**config.mk**
```make
export PLATFORM = sky130hd
export DESIGN_NAME = gmii_rx_framer
export DESIGN_NICKNAME = d
export VERILOG_FILES = /design/src/rtl/gmii_rx_framer.sv
export SDC_FILE = /design/constraint.sdc
export NUM_CORES = 1
export LEC_CHECK = 0
export BUFFER_PORTS_ARGS = -buffer_cell sky130_fd_sc_hd__buf_2
export CORE_MARGIN = 5
export CORE_UTILIZATION = 55
export DETAILED_ROUTE_END_ITERATION = 16
export GPL_ROUTABILITY_DRIVEN = 0
export GPL_TIMING_DRIVEN = 0
export PLACE_DENSITY = 0.73
export SLEW_MARGIN = 40
export SYNTH_ARGS = -nofsm -noshare
export SYNTH_HDL_FRONTEND = slang
export SYNTH_SLANG_ARGS = --single-unit
```
**constraint.sdc**
```tcl
create_clock -name clk -period 2.4 [get_ports clk]
set_clock_uncertainty 0.05 [all_clocks]
set_input_delay 0.72 -clock clk [delete_from_list [all_inputs] [get_ports clk]]
set_output_delay 0.72 -clock clk [all_outputs]
set_load 0.005 [all_outputs]
```
**src/rtl/gmii_rx_framer.sv**
```systemverilog
// GMII receive framer: strips preamble/SFD, checks CRC-32 and length, drops FCS.
// Optional statistics counters are enabled with `define GMII_RX_STAT_EN.
module gmii_rx_framer #(
    parameter int MIN_LEN      = 64,
    parameter int MAX_LEN      = 1522,
    parameter int MAX_PREAMBLE = 7
) (
    input  logic        clk,
    input  logic        reset_n,
    input  logic        gmii_rx_dv,
    input  logic [7:0]  gmii_rx_d,
    input  logic        gmii_rx_err,
`ifdef GMII_RX_STAT_EN
    input  logic        stat_clr,
    output logic [31:0] cnt_good,
    output logic [31:0] cnt_err,
    output logic [31:0] cnt_drop,
`endif
    output logic        o_valid,
    output logic [7:0]  o_data,
    output logic        o_sop,
    output logic        o_eop,
    output logic [2:0]  o_err
);

    localparam int          PW      = $clog2(MAX_PREAMBLE + 1);
    localparam logic [31:0] POLY    = 32'h04C11DB7;
    localparam logic [31:0] RESIDUE = 32'hC704DD7B;

    typedef enum logic [1:0] {IDLE, PREAMBLE, DATA, DROP} state_t;

    state_t          state, state_n;
    logic [PW-1:0]   pre_cnt, pre_n;
    logic [4:0][7:0] sr, sr_n;
    logic [15:0]     len, len_n;
    logic [31:0]     crc, crc_n;
    logic            gerr, gerr_n;
    logic            rst_q;
    logic            emit, sop_n, eop_n;
    logic [2:0]      err_n;

    // MSB-first register fed LSB-first bits: the mirror image of the reflected CRC
    function automatic logic [31:0] crc_step(input logic [31:0] c, input logic [7:0] b);
        logic [31:0] r;
        logic        fb;
        r = c;
        for (int i = 0; i < 8; i++) begin
            fb = r[31] ^ b[i];
            r  = {r[30:0], 1'b0} ^ (fb ? POLY : 32'h0);
        end
        return r;
    endfunction

    always_comb begin
        state_n = state;
        pre_n   = pre_cnt;
        sr_n    = sr;
        len_n   = len;
        crc_n   = crc;
        gerr_n  = gerr;
        emit    = 1'b0;
        sop_n   = 1'b0;
        eop_n   = 1'b0;
        err_n   = 3'b000;
        unique case (state)
            IDLE: begin
                if (gmii_rx_dv) begin
                    if (!rst_q && gmii_rx_d == 8'h55) begin
                        state_n = PREAMBLE;
                        pre_n   = PW'(1);
                    end else begin
                        state_n = DROP;
                    end
                end
            end
            PREAMBLE: begin
                if (!gmii_rx_dv) begin
                    state_n = IDLE;
                end else if (gmii_rx_d == 8'hD5) begin
                    state_n = DATA;
                    len_n   = 16'd0;
                    crc_n   = 32'hFFFF_FFFF;
                end else if (gmii_rx_d == 8'h55 && pre_cnt < PW'(MAX_PREAMBLE)) begin
                    pre_n = pre_cnt + PW'(1);
                end else begin
                    state_n = DROP;
                end
            end
            DATA: begin
                if (gmii_rx_dv) begin
                    sr_n  = {sr[3:0], gmii_rx_d};
                    crc_n = crc_step(crc, gmii_rx_d);
                    len_n = (len == 16'hFFFF) ? len : len + 16'd1;
                    if (gmii_rx_err)
                        gerr_n = 1'b1;
                    if (len >= 16'd5) begin
                        emit  = 1'b1;
                        sop_n = (len == 16'd5);
                    end
                    // overlength: close the frame on the byte leaving now, drop the rest
                    if (len == 16'(MAX_LEN)) begin
                        eop_n   = 1'b1;
                        err_n   = {gerr | gmii_rx_err, 1'b1, 1'b0};
                        state_n = DROP;
                    end
                end else begin
                    state_n = IDLE;
                    if (len >= 16'd5) begin
                        emit  = 1'b1;
                        sop_n = (len == 16'd5);
                        eop_n = 1'b1;
                        err_n = {gerr, len < 16'(MIN_LEN), crc != RESIDUE};
                    end
                end
            end
            DROP: begin
                if (!gmii_rx_dv)
                    state_n = IDLE;
            end
            default: state_n = IDLE;
        endcase
        if (state_n == IDLE)
            gerr_n = 1'b0;
    end

    always_ff @(posedge clk) begin
        if (!reset_n) begin
            state   <= IDLE;
            rst_q   <= 1'b1;
            pre_cnt <= '0;
            sr      <= '0;
            len     <= '0;
            crc     <= '0;
            gerr    <= 1'b0;
            o_valid <= 1'b0;
            o_data  <= 8'h00;
            o_sop   <= 1'b0;
            o_eop   <= 1'b0;
            o_err   <= 3'b000;
        end else begin
            state   <= state_n;
            rst_q   <= 1'b0;
            pre_cnt <= pre_n;
            sr      <= sr_n;
            len     <= len_n;
            crc     <= crc_n;
            gerr    <= gerr_n;
            o_valid <= emit;
            o_sop   <= sop_n;
            o_eop   <= eop_n;
            o_err   <= err_n;
            if (emit)
                o_data <= sr[4];
        end
    end

`ifdef GMII_RX_STAT_EN
    logic drop_ev, good_q, bad_q, drop_q;

    // DATA->DROP is an overlength frame, already counted as an error at its eop
    assign drop_ev = (state != DROP && state != DATA && state_n == DROP) ||
                     (state == DATA && !gmii_rx_dv && len < 16'd5);

    always_ff @(posedge clk) begin
        if (!reset_n) begin
            good_q   <= 1'b0;
            bad_q    <= 1'b0;
            drop_q   <= 1'b0;
            cnt_good <= '0;
            cnt_err  <= '0;
            cnt_drop <= '0;
        end else begin
            good_q <= eop_n && (err_n == 3'b000);
            bad_q  <= eop_n && (err_n != 3'b000);
            drop_q <= drop_ev;
            if (stat_clr) begin
                cnt_good <= '0;
                cnt_err  <= '0;
                cnt_drop <= '0;
            end else begin
                if (good_q && cnt_good != '1)
                    cnt_good <= cnt_good + 32'd1;
                if (bad_q && cnt_err != '1)
                    cnt_err <= cnt_err + 32'd1;
                if (drop_q && cnt_drop != '1)
                    cnt_drop <= cnt_drop + 32'd1;
            end
        end
    end
`endif

endmodule

```
Word level (Yosys, flattened, before mapping) --
Index checks and enable logic that the tools add are counted.
Storage, ports and cells: register bits 109, output and inout bits 14, word-level logic and storage cells 111
Cells by class: $add $sub $neg 2, order comparisons 3, equality and inequality tests 17, mux-type cells 40, bitwise operators 18, reductions and logical operators 15
Operators with widths (number):
- $xor 32x27->32 | 8
- $mux 27 | 8
- $mux 32 | 3
- $mux 16 | 4
- $pmux 32 s2 | 1
- $ne 32x32->1 const B | 1
- $pmux 16 s2 | 1
- $mux 3 | 8
- $add 16x1->16 const B | 1
- $eq 16x11->1 const B | 1
- $eq 16x16->1 const B | 1
- $eq 16x3->1 const B | 1
- $ge 16x3->1 const B | 1
- $lt 16x7->1 const B | 1
- $mux 2 | 8
- $ne 2x2->1 const B | 8
- $eq 8x7->1 const B | 1
- $eq 8x8->1 const B | 1
- $pmux 2 s4 | 1
- $xor 1x1->1 | 8
- $pmux 3 s2 | 1
- $reduce_and 3->1 | 2
- $reduce_and 6->1 | 1
- $mux 1 | 5
- 14 further kinds | 19

Logic depth before layout (Yosys ltp) --
depth after elaboration 26, depth in mapped cells 8

Worst setup path after synthesis --
No wires, ideal clock.
path kind input-to-reg, start point input port gmii_rx_d[3], end point register len[5], setup time 0.119 ns, arrival time 2.100 ns, slack 0.130 ns, stages on the path 6, buffers on the path 1, path through and4bb_1 > nand4_2 > and4_1 > buf_6 > or4_4 > mux2i_1
On the way: longest elaborated chain between the ends 3
RTL lines:
- start, declared | RTL line 11 | input logic [7:0] gmii_rx_d,
- $eq 8x8->1 | RTL line 79 | end else if (gmii_rx_d == 8'hD5) begin
- $ne 2x2->1 (no source line)
- $reduce_and 5->1 (no source line)
- end signal, assigned | RTL line 145 | len <= len_n;
- end, declared | RTL line 35 | logic [15:0] len, len_n;
No other way between the ends. A chain may end at the register's enable or synchronous reset.

Worst setup path in the final report --
start point input port gmii_rx_d[1], end point register len[15]
Same word-level chain as after synthesis.

==> flow_summary.toml <==
[clock_network]
postCtsSetupBuffers = 0
root_buffer = "clkbuf_8"
cts_made_buffers = 9
postCtsHoldBufs = 0
clock_sinks = 109
clockBufferDepth = 2
cts_tree = "done"
htreeDepth = 3
clk_latency_ns = 0.37
path_clk_slew_ns = 0.11

[power]
peakVddDrop_mv = 0.404
power.switching_mw = 1.06
switching_share_pct = 28.5
pwr-share-comb_pct = 17.5
clkPwrFrac_pct = 31.9
seqPwrFrac_pct = 50.6
p_int_mw = 2.67
finalPower_mw = 3.73
power.leakage_nw = 1.93
powerDensity_mw_per_mm2 = 679

[floorplan]
placementRows = 34
initial_utilization_pct = 56.9
pin_count = 26
die_w_um = 105
die-area_mm2 = 0.0111
core_mm2 = 0.00876
die_height_um = 105

[logic_synthesis]
synthFlopType = "dfxtp_1"
ys.warnings.count = 0
synth_top_cell_area_share_pct = 43.8
synthCells = 571
async_reset_ff_share_pct = 0
syn_avg_cell_area_um2 = 8.73
synth_area_leaders = "dfxtp_1, xnor2_1, a21oi_1"
ys_types = 50
ys_seq_area_share_pct = 43.8
yosys.area.top_type = "dfxtp_1"
synth_edf_count = 0
synth-seq-cells = 109
syn_nets = 588
synth.cell_area_mm2 = 0.00499

[setup_path]
startpoint_type = "primary input"
slowest_delay_ns = 0.30
required_ns = 2.60
path_common_cell = "clkbuf_2"
path_cells = "buf_2 > nand4bb_1 > nor3_4 > o21ai_1 > clkbuf_2 > clkbuf_2 > o31ai_1 > a21oi_1"
cp_max_fo = 10
critPathSlowestCell = "nand4bb_1"
r2r-start = "state[1]"
worstSetupEndpointType = "flop"
crit_arrival_ns = 2.50
regToRegEndpoint = "len[15]"
rrSetupSlack_ns = 0.17
r2r_cells = 7
crit_type = "in2reg"

[run_status]
outcome = "completed"

[detailed_routing]
drt_first_pass_iters = 5
drcViolationCount = 0
route.vias.total = 4168
avgRoutedWirePerCell_um = 16.2
viasPerCell = 5.81
drt-initial-drc-count = 309
ant_nets = 0
finalWirelength_um = 11600

[min_path]
hold_class = "reg2reg"
min_from = "sr[23]"
holdPathStages = 2
min_to = "sr[31]"

[timing]
worst_pin_slew_ns = 0.827
clock.fmax_ghz = 0.434
setup_ws_ns = 0.0971
min_period_over_period_pct = 96.0
relSlewSlack_pct = 44.6
rsz0062_at_grt = "no"
setup-violations-final = 0
hold_ws_ns = 0.409
hold_violations = 0
final.setup.tns_ns = 0
finalCriticalPeriod_ns = 2.30
drv_slew = 0

[global_route]
grt_max_degree = 20
antenna_found_initial = 0
grt_pass1_wl_um = 19200
grt-ovfl-total = 0
grtUsageTotal_pct = 20.9
grt_pass1_vias = 3939

[place]
pre_cts_ws_ns = -0.581
hpwl_um = 8410
numPortBuffers = 24

[finish]
drive_gt1_share_pct = 10.7
most-common-layout-cells = "dfxtp_1, nand2_1, a21oi_1"
final_nets = 622
areaGrowthSynthToFinish_pct = 10.1
antenna_cells = 0
final_common_cell = "dfxtp_1"

[job]
drv_cap = 0
==> registers in the layout, indices dropped and copies added (netlist names) <==
signal / flops
o_sop: 1
o_eop: 1
o_err: 3
crc: 32
o_data: 8
o_valid: 1
rst_q: 1
gerr: 1
len: 16
pre_cnt: 3
sr: 40
state: 2
==> critical path: cells and delay by family <==
kind / cells / cell delay (ns)
simple gates: 2 / 0.60
compound gates: 3 / 0.56
buf+inv: 3 / 0.61
==> logic make-up after synthesis <==
group / synth area share [%]
buffers and inverters: 3.54
adder cells (fa/ha/maj): 1.25
AND/OR/NAND/NOR: 19.5
XOR/XNOR: 13.8
flip-flops: 43.8
AO/OA/AOI/OAI: 15.5
multiplexers: 2.61
==> cell usage after synthesis (all sizes together) (9+ instances only) <==
cell and number:
clkbuf 33, o21ai 26, mux2i 13, xor2 15, nand3 12, a21oi 76
nor3 12, nand4 9, dfxtp 109, nand2 97, nor2 22, xnor2 53
==> per-stage QoR <==
stage,util (%),std cells,instance area [µm²]
final,62.6,718,5490
after global routing,62.6,718,5490
after CTS,62.4,719,5470
after detailed placement,59.8,703,5240
after global placement,59.8,703,5240
after floorplan,-,571,4990
==> timing repair <==
action,CTS,global route
endpoints found under the setup margin,33,30
pin swaps,0,0
resized for setup,3,14
==> layer usage <==
layer / vias up / track usage, % / wire length (µm)
met2: 111 / 32.5 / 5270
met5: - / 0 / 0
li1: 2049 / - / -
met1: 2001 / 29.5 / 5640
met3: 7 / 4.46 / 583
met4: 0 / 5.66 / 104
==> power by group through the flow <==
stage          Clock [mW]  Combinational, mW  Sequential, mW
3_3_place_gp            0              0.631            1.92
4_1_cts              1.22              0.647            1.88
6_report             1.19              0.652            1.89
3_5_place_dp            0              0.640            1.93
5_1_grt              1.29              0.701            1.89
2_1_floorplan           0              0.513            1.91
==> worst max-delay path by stage <==
stage / from / end / slack [ns] / cells after the start
final: gmii_rx_d[1] / len[15] / 0.1 / 8
after global routing: gmii_rx_d[1] / len[8] / 0.007 / 8
after CTS: len[0] / len[1] / 0.0004 / 8
after detailed placement: gmii_rx_dv / crc[29] / -0.58 / 7
after global placement: gmii_rx_d[3] / crc[1] / -0.58 / 7
after floorplan: gmii_rx_d[3] / len[5] / 0.13 / 6
==> cell type report <==
class,count,area [µm²]
inverter,9,33.8
buffer,35,148
fill,783,3270
multi-input combinational,417,2650
sequential,109,2180
timing repair buffer,24,120
clock inverter,6,78.8
tap,108,135
clock buffer,10,138
Power figures use the tool's default switching activity.
